$ cat config.mk
export PLATFORM = sky130hd
export DESIGN_NAME = t5_wbarb
export DESIGN_NICKNAME = d
export VERILOG_FILES = /design/src/rtl/t5_pkg.sv /design/src/rtl/t5_wbarb_tmr.sv /design/src/rtl/t5_wbarb.sv
export SDC_FILE = /design/constraint.sdc
export NUM_CORES = 1
export LEC_CHECK = 0
export BUFFER_PORTS_ARGS = -buffer_cell sky130_fd_sc_hd__buf_4
export CAP_MARGIN = 20
export CORE_MARGIN = 3
export CORE_UTILIZATION = 35
export DETAILED_ROUTE_END_ITERATION = 10
export MAX_ROUTING_LAYER = met4
export PLACE_DENSITY = 0.82
export SKIP_CTS_REPAIR_TIMING = 1
export SYNTH_ARGS = -nofsm -noshare
export SYNTH_HDL_FRONTEND = slang
export SYNTH_SLANG_ARGS = --single-unit
$ cat constraint.sdc
create_clock -name sclk -period 3.2 [get_ports sclk]
set_clock_uncertainty 0.15 [all_clocks]
set_input_delay 0.48 -clock sclk [delete_from_list [all_inputs] [get_ports sclk]]
set_output_delay 0.48 -clock sclk [all_outputs]
set_load 0.03 [all_outputs]
$ cat src/rtl/t5_pkg.sv
`default_nettype none
// ============================================================================
//  Module   : t5_pkg
//  Brief    : Shared constants for the t5 Wishbone arbiter (state codes,
//             bus field widths, default timeout limit).
//  Revision : 1.0 - initial release
// ============================================================================
package t5_pkg;

    localparam int unsigned      c_AW      = 30;
    localparam int unsigned      c_SEL     = 4;
    localparam logic [7:0]       c_TOUT    = 8'd255;

    localparam logic [1:0]       c_ST_IDLE = 2'd0;
    localparam logic [1:0]       c_ST_IBUS = 2'd1;
    localparam logic [1:0]       c_ST_DBUS = 2'd2;

    localparam logic [c_SEL-1:0] c_SEL_ALL = '1;

endpackage
`default_nettype wire

$ cat src/rtl/t5_wbarb_tmr.sv
`default_nettype none
// ============================================================================
//  Module   : t5_wbarb_tmr
//  Brief    : Bus-cycle timeout counter; built only with T5_WBARB_TIMEOUT_EN.
//  Revision : 1.0 - initial release
// ============================================================================
`ifdef T5_WBARB_TIMEOUT_EN
module t5_wbarb_tmr
    import t5_pkg::*;
#(
    parameter logic [7:0] TOUT = c_TOUT
) (
    input  logic sclk,
    input  logic srst,
    input  logic i_clr,
    input  logic i_run,
    input  logic i_ack,
    output logic o_expired
);

    logic [7:0] r_count;

    // Saturates at the limit; the next grant edge clears it.
    always_ff @(posedge sclk) begin
        if (srst) begin
            r_count <= 8'd0;
        end else if (i_clr) begin
            r_count <= 8'd0;
        end else if (i_run && !i_ack && (r_count != TOUT)) begin
            r_count <= r_count + 8'd1;
        end
    end

    assign o_expired = i_run & ~i_ack & (r_count == TOUT);

endmodule
`endif
`default_nettype wire

$ cat src/rtl/t5_wbarb.sv
`default_nettype none
// ============================================================================
//  Module   : t5_wbarb
//  Brief    : Two-requester Wishbone arbiter (fetch/data), data has priority.
//             Optional bus timeout enabled by macro T5_WBARB_TIMEOUT_EN.
//  Revision : 1.0 - initial release
// ============================================================================
module t5_wbarb
    import t5_pkg::*;
#(
    parameter int unsigned AW   = c_AW,
    parameter logic [7:0]  TOUT = c_TOUT
) (
    input  logic             sclk,
    input  logic             srst,
    input  logic             iwb_stb,
    input  logic [AW-1:0]    iwb_adr,
    output logic [31:0]      iwb_dat,
    output logic             iwb_ack,
    input  logic             dwb_stb,
    input  logic             dwb_we,
    input  logic [c_SEL-1:0] dwb_sel,
    input  logic [AW-1:0]    dwb_adr,
    input  logic [31:0]      dwb_dto,
    output logic [31:0]      dwb_dti,
    output logic             dwb_ack,
    output logic             xwb_cyc,
    output logic             xwb_stb,
    output logic             xwb_we,
    output logic [c_SEL-1:0] xwb_sel,
    output logic [AW-1:0]    xwb_adr,
    output logic [31:0]      xwb_dto,
    input  logic [31:0]      xwb_dti,
    input  logic             xwb_ack,
    output logic             xwb_err
);

    logic [1:0]       r_state;
    logic             r_xwb_cyc;
    logic             r_xwb_stb;
    logic             r_xwb_we;
    logic [c_SEL-1:0] r_xwb_sel;
    logic [AW-1:0]    r_xwb_adr;
    logic [31:0]      r_xwb_dto;

    logic             w_in_ibus;
    logic             w_in_dbus;
    logic             w_grant_i;
    logic             w_grant_d;
    logic             w_release;
    logic             w_abort;
    logic [31:0]      w_rdata;

    assign w_in_ibus = (r_state == c_ST_IBUS);
    assign w_in_dbus = (r_state == c_ST_DBUS);

`ifdef T5_WBARB_TIMEOUT_EN
    t5_wbarb_tmr #(
        .TOUT      (TOUT)
    ) u_tmr (
        .sclk      (sclk),
        .srst      (srst),
        .i_clr     (w_grant_i | w_grant_d),
        .i_run     (w_in_ibus | w_in_dbus),
        .i_ack     (xwb_ack),
        .o_expired (w_abort)
    );
`else
    logic w_unused_tout;
    assign w_unused_tout = ^TOUT;
    assign w_abort       = 1'b0;
`endif

    // The requester finishing on this edge is never re-granted here.
    always_comb begin
        w_grant_i = 1'b0;
        w_grant_d = 1'b0;
        w_release = 1'b0;
        case (r_state)
            c_ST_IDLE: begin
                w_grant_d = dwb_stb;
                w_grant_i = ~dwb_stb & iwb_stb;
            end
            c_ST_IBUS: begin
                if (xwb_ack) begin
                    w_grant_d = dwb_stb;
                    w_release = ~dwb_stb;
                end else begin
                    w_release = w_abort;
                end
            end
            c_ST_DBUS: begin
                if (xwb_ack) begin
                    w_grant_i = iwb_stb;
                    w_release = ~iwb_stb;
                end else begin
                    w_release = w_abort;
                end
            end
            default: begin
                w_release = 1'b1;
            end
        endcase
    end

    always_ff @(posedge sclk) begin
        if (srst) begin
            r_state   <= c_ST_IDLE;
            r_xwb_cyc <= 1'b0;
            r_xwb_stb <= 1'b0;
            r_xwb_we  <= 1'b0;
            r_xwb_sel <= '0;
            r_xwb_adr <= '0;
            r_xwb_dto <= '0;
        end else if (w_grant_d) begin
            r_state   <= c_ST_DBUS;
            r_xwb_cyc <= 1'b1;
            r_xwb_stb <= 1'b1;
            r_xwb_we  <= dwb_we;
            r_xwb_sel <= dwb_sel;
            r_xwb_adr <= dwb_adr;
            r_xwb_dto <= dwb_dto;
        end else if (w_grant_i) begin
            r_state   <= c_ST_IBUS;
            r_xwb_cyc <= 1'b1;
            r_xwb_stb <= 1'b1;
            r_xwb_we  <= 1'b0;
            r_xwb_sel <= c_SEL_ALL;
            r_xwb_adr <= iwb_adr;
            r_xwb_dto <= '0;
        end else if (w_release) begin
            r_state   <= c_ST_IDLE;
            r_xwb_cyc <= 1'b0;
            r_xwb_stb <= 1'b0;
        end
    end

    // An aborted cycle returns zero data to the requester.
    assign w_rdata = w_abort ? 32'h0 : xwb_dti;

    assign iwb_dat = w_rdata;
    assign dwb_dti = w_rdata;
    assign iwb_ack = w_in_ibus & (xwb_ack | w_abort);
    assign dwb_ack = w_in_dbus & (xwb_ack | w_abort);
    assign xwb_err = w_abort;

    assign xwb_cyc = r_xwb_cyc;
    assign xwb_stb = r_xwb_stb;
    assign xwb_we  = r_xwb_we;
    assign xwb_sel = r_xwb_sel;
    assign xwb_adr = r_xwb_adr;
    assign xwb_dto = r_xwb_dto;

endmodule
`default_nettype wire

; Word-level counts from Yosys, hierarchy flattened
; Cells that the tools add are included.
[word_totals]
regBits = 70
out_inout_bits = 136
in_bits = 134
wordCells = 40
[classes]
n_mux = 21
bitwise_logic = 5
reduce_logical = 5
eq_ne = 2
[op_table]
columns = cell, count
row1 = 2-to-1 mux 32 bit, 2
row2 = 2-to-1 mux 30 bit, 2
row3 = 2-to-1 mux 1 bit, 9
row4 = 2-to-1 mux 4 bit, 2
row5 = 2-to-1 mux 2 bit, 3
row6 = case mux 1 bit (2 select lines), 2
row7 = nonzero test 2 bit, 2
row8 = AND 1 bit, 3
row9 = case mux 1 bit (3 select lines), 1
row10 = nonzero test 3 bit, 1
row11 = equality test 2 x 1 -> 1 bit (second input constant), 1
row12 = equality test 2 bit (second input constant), 1
row13 = logical NOT 2 bit, 1
row14 = inverter 1 bit, 2
row15 = OR reduction 2 bit, 1

; Logic depth before layout (Yosys ltp)
; Gate-level depths: netlist of the first run.
[depth]
word_depth = 6
mapped_depth = 8
mapped_depth_nobuf = 6

; Least setup slack after synthesis of the first run
; OpenSTA, ideal clock, no wires.
[synth_timing]
kind = register -> register
from = register r_state[1]
to = register r_xwb_dto[10], in the netlist xwb_dto[10]
required_time_ns = 2.920
stages_incl_launch_ff = 8
path_buffers = 2
setup_ns = 0.130
setup_slack_ns = 1.432
synth_period_minus_slack_ns = 1.768
arrival_time_ns = 1.488
path_cell_list = dfxtp_1 > inv_1 > ha_1 > and2_4 > o21ai_4 > buf_4 > clkbuf_1 > o32ai_1
[synth_via]
elab_chain_cells = 3
elab_cells_between_ends = 7
classes_between = eq/ne: 2 / mux: 3 / reduce/logical: 2
[synth_rtl]
columns = item, line_no
row1 = "start, declared", t5_wbarb.sv:38  ; logic [1:0] r_state;
row2 = "start signal, assigned", t5_wbarb.sv:108  ; r_state <= c_ST_IDLE;
row3 = "start signal, assigned", t5_wbarb.sv:116  ; r_state <= c_ST_DBUS;
row4 = "start signal, assigned", t5_wbarb.sv:124  ; r_state <= c_ST_IBUS;
row5 = "equality test 2 x 1 -> 1 bit, or another cell as far along", t5_wbarb.sv:79  ; case (r_state)
row6 = case mux 1 bit (2 select lines), t5_wbarb.sv:79
row7 = 2-to-1 mux 32 bit / nonzero test 2 bit (equally long branches), --
row8 = "end signal, assigned", t5_wbarb.sv:122  ; r_xwb_dto <= dwb_dto;
row9 = "end, declared", t5_wbarb.sv:44  ; logic [31:0] r_xwb_dto;
; Parallel ways exist; a longest one is shown, timed or not.
; A chain may end at the register's enable or synchronous reset.

; Worst setup path after layout of the first run
[layout_timing]
from = register r_state[0]
to = register r_xwb_sel[3], in the netlist xwb_sel[3]
[layout_via]
elab_chain_cells = 3
elab_cells_between_ends = 7
classes_between = eq/ne: 2 / mux: 3 / reduce/logical: 2
[layout_rtl]
columns = item, line_no
row1 = "equality test 2 x 1 -> 1 bit, or another cell as far along", t5_wbarb.sv:79
row2 = case mux 1 bit (2 select lines), t5_wbarb.sv:79
row3 = 2-to-1 mux 4 bit / nonzero test 2 bit (equally long branches), --
row4 = "end signal, assigned", t5_wbarb.sv:120  ; r_xwb_sel <= dwb_sel;
row5 = "end signal, assigned", t5_wbarb.sv:128  ; r_xwb_sel <= c_SEL_ALL;
row6 = "end, declared", t5_wbarb.sv:42  ; logic [c_SEL-1:0] r_xwb_sel;
; Parallel ways exist; a longest one is shown, timed or not.

==> results of run 1 <==
-- stage by stage --
| stage | utilization [%] | worst slack [ns] | instances | power [mW] |
|---|---|---|---|---|
| 6_report | 47.95 | 0.9147 | 623 | 2.864 |
| 2_1_floorplan | - | 1.432 | 393 | 1.733 |
| 3_5_place_dp | 45.09 | 0.8705 | 607 | 1.923 |
| 3_3_place_gp | 45.09 | 0.9516 | 607 | 1.898 |
| 5_1_grt | 47.95 | 0.7452 | 623 | 3.002 |
| 4_1_cts | 47.95 | 0.8967 | 623 | 2.905 |
-- sequential cells by signal, summed over array words and instances (netlist names) --
register / count
xwb_adr: 30
xwb_stb: 1
xwb_dto: 32
xwb_sel: 4
r_state: 2
xwb_we: 1
-- final cells by class --
class                   count  area [um2]  share of cell area (%)
clock inverters             5       128.9                   2.737
inverters                  37       138.9                   2.950
flip-flops and latches     70        1401                   29.76
repair buffers            181        1359                   28.86
clock buffers              11       151.4                   3.216
well taps                 133       166.4                   3.534
multi-input cells         186        1363                   28.94
-- kinds of logic after synthesis --
kind of cell / after synthesis
other: 1
AND/OR/NAND/NOR: 76
multiplexers: 30
flip-flops: 70
buffers and inverters: 137
adder cells (fa/ha/maj): 3
AO/OA/AOI/OAI: 76
-- metal layers --
metal  wire (um)  global-route usage [%]  vias up  part of all wire [%]
met5           0                       -        -                     0
met4          93                   3.470        0                  0.94
met3         833                   5.659       12                   8.5
met2        5220                   30.08      157                    53
met1        3701                   17.13     1489                    38
li1            -                       -     1510                     -
-- worst max-delay path by stage --
stage | from | endpoint | slack [ns] | depth (start not counted)
2_1_floorplan | r_state[1] | xwb_dto[10] | 1.43 | 7
3_5_place_dp | xwb_ack | xwb_sel[2] | 0.87 | 6
4_1_cts | r_state[0] | xwb_sel[0] | 0.90 | 6
6_report | r_state[0] | xwb_sel[3] | 0.91 | 6
3_3_place_gp | xwb_ack | xwb_sel[3] | 0.95 | 6
5_1_grt | r_state[0] | xwb_sel[0] | 0.75 | 6
-- report_power, final --
group	leakage (nW)	internal, mW	total (mW)	switching [mW]
combinational	1.53	0.359	0.859	0.500
sequential	0.579	0.976	1.04	0.0588
clock	0.140	0.641	0.970	0.329
-- synth_stat cells, types with 2 or more instances --
library cell  number  area [um2]
and2_1             3       18.77
inv_1             36       135.1
buf_4             69       518.0
dfxtp_1           70        1401
nor3b_1            2       15.01
a21oi_1            2       10.01
a221oi_1          30       262.8
mux2i_1           30       300.3
clkbuf_1          21       78.83
ha_1               3       37.54
nand2_1           36       135.1
buf_1              5       18.77
nor3_1            31       155.2
o221a_1            4       45.04
buf_2              5       25.02
o21a_1             2       15.01
o32ai_1           33       289.0
==> flow_summary.yaml, run 1 <==
clock_tree:
  cts_tree: "yes"
  cts.clk_slew.worst_paths_ns: 0.08
  ctsRootBufferMaster: "clkbuf_8"
  cts_buf_count: 9
  cts_num_sinks: 70
  worst_skew_pair_latency_ns: 0.33
  clock_tree.htree_level_count: 3
  clock_path_buffers: 2
run:
  drv.max_cap_violation_count: 0
critical_path:
  r2r_end: "xwb_sel[3]"
  cp_num_buf_inv: 3
  slowest_stage: "buf_4"
  reg2reg_setup_slack_ns: 0.91
  crit_arrival_ns: 2.41
  path_delay_family: "buffers and inverters"
  timing.critical_path.mode_cell: "buf_4"
  cp_cell_sequence: "inv_1, ha_1, o21ai_4, buf_4, buf_4, o221a_1"
  critical_path.max_stage_delay_ns: 0.51
  worst_setup_path_end_kind: "register"
  critical_path_required_ns: 3.32
  launching_element_type_of_the_critical_path: "register"
  worst_r2r_path_depth: 6
  worstSetupPathType: "reg -> reg"
  critical_path_peak_fanout: 38
  worstReg2RegStart: "r_state[0]"
power_and_ir_drop:
  vdd_ir_drop_max_mv: 0.3100
  leak_nw: 2.251
  power.density_nw_per_um2: 608.4
cells_and_area:
  fillerInstances: 928
  insertedDiodeCount: 0
  fin_area_um2: 4708
  fin_nets: 622
  commonest_cells_after_routing_fill_and_taps_aside: "buf_4 (181), dfxtp_1 (70), inv_1 (36)"
  final_layout_size_suffix_gt1_share_pct: 41.22
  leading_cell_type_in_the_layout_fill_and_taps_excluded: "buf_4"
  area_delta_synth_final_pct: 32.97
drt:
  post-route-drc-count: 0
  avgRoutedWirePerCell_um: 15.81
  drt-total-wl_mm: 9.847
  firstDrtPassIters: 4
  drtAntennaViolNets: 0
  avgViaCountPerCell: 5.085
  via_count: 3168
  starting_drc_count_in_detailed_routing: 118
floorplan:
  design.die.area_um2: 11360
  rows: 36
  coreArea_um2: 9819
  die-height_um: 106.6
  die_w_um: 106.6
  number_of_top_level_design_ports: 270
  initial_core_util_pct: 36.06
synthesis:
  synth-main-ff-cell: "dfxtp_1"
  yosys_register_bits: 70
  avgSynthCellArea_um2: 9.010
  async_set_reset_flop_share_out_of_synthesis_pct: 0
  synth_compound_gate_area_share_pct: 18.90
  synth_fa_ha_area_share_pct: 1.060
  ys_warn_count: 0
  post_synth_inst_count: 393
  synth-edff-count: 0
  synthesis.nets: 530
  netlist_area_um2: 3541
  synth_simple_gate_area_share_pct: 9.859
  synth-xor-area-share_pct: 0
  synth.mux.area_fraction_pct: 8.481
  synth_top_family_by_area: "buffers and inverters"
  synth_sequential_area_ratio_pct: 39.58
  post_synth_num_cell_types: 28
global_route:
  grt_overflow_total: 0
  globalRouteTotalUtil_pct: 16.45
  grt_start_max_net_pins: 66
  grt_pass1_wl_mm: 14.77
  number_of_antenna_violations_at_the_first_check_in_global_routing: 0
  grt_pass1_vias: 3026
timing:
  fmax_mhz: 437.6
  period_needed_ns: 2.285
  setup_tns_ns: 0
  timing.final.max_slew_violations: 0
  hold_slack_ns: 0.2530
  grt_setup_unrepaired: "false"
  max_slew_margin_pct: 53.26
  tightestPinTransition_ns: 0.7012
  finalHoldViolCount: 0
  layout_worst_path_cycle_share_pct: 71.41
  final-setup-viol-count: 0
run_status:
  outcome: "completed"
hold_path:
  hold_end: "xwb_sel[2]"
  timing.hold.worst.start: "dwb_sel[2]"
  hp-class: "in -> reg"
  holdPathStages: 2
place:
  postPlaceCellArea_um2: 4428
  port_buffers: 172
  post-dp-hpwl_mm: 7.174
  global_placement_routability_congestion: 0.7336
Power figures use the tool's default switching activity.
==> run 2, diff against run 1 <==
==> constraint.sdc (replaced) <==
create_clock -name sclk -period 2.4 [get_ports sclk]
set_clock_uncertainty 0.15 [all_clocks]
set_input_delay 0.36 -clock sclk [delete_from_list [all_inputs] [get_ports sclk]]
set_output_delay 0.36 -clock sclk [all_outputs]
set_load 0.03 [all_outputs]
==> run 2 against run 1 <==
Maximum frequency increased by 14%. Non-clock buffer count decreased by 1. Die area unchanged. Register-to-register slack got worse by 0.52 ns. Critical path depth unchanged. Combinational power increased by 34%. Routed wire length increased by 1.3%. Clock power decreased by 6.7%. First-iteration DRC count increased by 14%.
==> flow_summary.yaml, run 2 (same netlist as run 1, synthesis figures left out) <==
drt:
  starting_drc_count_in_detailed_routing: 135
  avgRoutedWirePerCell_um: 16.06
  avgViaCountPerCell: 5.118
  drtAntennaViolNets: 0
  drt-total-wl_mm: 9.973
  via_count: 3178
  firstDrtPassIters: 4
  post-route-drc-count: 0
place:
  post-dp-hpwl_mm: 7.147
  port_buffers: 172
  placed_cells: 606
  worst_setup_slack_before_clock_tree_synthesis_ns: 0.3936
  postPlaceCellArea_um2: 4446
  global_placement_routability_congestion: 0.7459
hold_path:
  hold_end: "xwb_sel[1]"
  hp-class: "in -> reg"
  holdPathStages: 2
  timing.hold.worst.start: "dwb_sel[1]"
run_status:
  outcome: "completed"
critical_path:
  worst_r2r_path_depth: 6
  reg2reg_setup_slack_ns: 0.40
  r2r_end: "xwb_adr[18]"
  critical_path_peak_fanout: 67
  launching_element_type_of_the_critical_path: "register"
  worstSetupPathType: "reg -> reg"
  worst_setup_path_end_kind: "register"
  crit_arrival_ns: 2.07
  worstReg2RegStart: "r_state[0]"
  critical_path_required_ns: 2.47
global_route:
  grt_start_max_net_pins: 68
  grt_pass1_wl_mm: 15.25
  grt_overflow_total: 0
  globalRouteTotalUtil_pct: 16.86
  number_of_antenna_violations_at_the_first_check_in_global_routing: 0
  grt_pass1_vias: 3074
floorplan:
  design.die.area_um2: 11360
  initial_core_util_pct: 36.06
  die_w_um: 106.6
  number_of_top_level_design_ports: 270
  coreArea_um2: 9819
  rows: 36
  die-height_um: 106.6
clock_tree:
  cts.clk_slew.worst_paths_ns: 0.08
  clock_tree.htree_level_count: 3
  cts_tree: "yes"
  worst_skew_pair_latency_ns: 0.33
  clock_path_buffers: 2
  ctsRootBufferMaster: "clkbuf_8"
  cts_buf_count: 9
  cts_num_sinks: 70
cells_and_area:
  area_delta_synth_final_pct: 30.64
  largest_register_ffs: 32
  post_layout_nonfiller_instances: 621
  final_layout_size_suffix_gt1_share_pct: 40.57
  ff_latch_area_um2: 1401
  leading_cell_type_in_the_layout_fill_and_taps_excluded: "buf_4"
  fin_area_um2: 4626
  insertedDiodeCount: 0
  fillerInstances: 936
  fin_nets: 621
  commonest_cells_after_routing_fill_and_taps_aside: "buf_4 (178), dfxtp_1 (70), inv_1 (36)"
  multi_input_area_um2: 1363
  layout.core_utilization_pct: 47.11
timing:
  timing.final.max_slew_violations: 0
  layout_worst_path_cycle_share_pct: 83.36
  final-setup-viol-count: 0
  period_needed_ns: 2.001
  setup_tns_ns: 0
  finalWorstSetupSlack_ns: 0.3994
  finalHoldViolCount: 0
  grt_setup_unrepaired: "false"
  fmax_mhz: 499.9
  hold_slack_ns: 0.1334
power_and_ir_drop:
  power.density_nw_per_um2: 743.4
  leak_nw: 2.210
  vdd_ir_drop_max_mv: 0.2684
  finalPower_mw: 3.439
run:
  drv.max_cap_violation_count: 0
[run 2: cell count changes in the layout (fill, tap and decap cells not counted), sizes merged]
cell and delta:
buf -1, bufinv -3, clkinv +2
[run 2: cell type report]
class                           count  share of cell area (%)
Sequential cell                    70                   30.29
Clock buffer                       11                   2.840
Multi-Input combinational cell    186                   29.46
Tap cell                          133                   3.598
Timing Repair Buffer              180                   29.75
Inverter                           37                   3.002
Clock inverter                      4                   1.055
[run 2: worst max-delay path by stage]
stage	startpoint	to	slack (ns)	cells past startpoint
detailed placement	r_state[1]	xwb_adr[18]	0.39	7
finish	r_state[0]	xwb_adr[18]	0.40	6
global route	r_state[0]	xwb_adr[22]	0.26	6
global placement	r_state[0]	xwb_adr[8]	0.52	6
floorplan	r_state[1]	xwb_dto[10]	0.63	7
CTS	r_state[1]	xwb_adr[18]	0.37	7
[run 2: critical path, stage by stage (launching register included)]
cell      delay [ns]
dfxtp_1         0.35
inv_1           0.07
ha_1            0.28
o21ai_4         0.22
buf_12          0.35
mux2i_1         0.13
a221oi_1        0.32
[run 2: layer usage]
metal	up-vias	GRT usage (%)	part of all wire, %
met4	0	5.205	0.76
met1	1477	18.71	37
met5	-	-	0
met3	10	4.515	8.9
li1	1513	-	-
met2	178	29.59	54
[run 2: power by group]
part,internal (mW),switching [mW]
Clock,0.474,0.431
Sequential,1.30,0.0797
Combinational,0.487,0.665
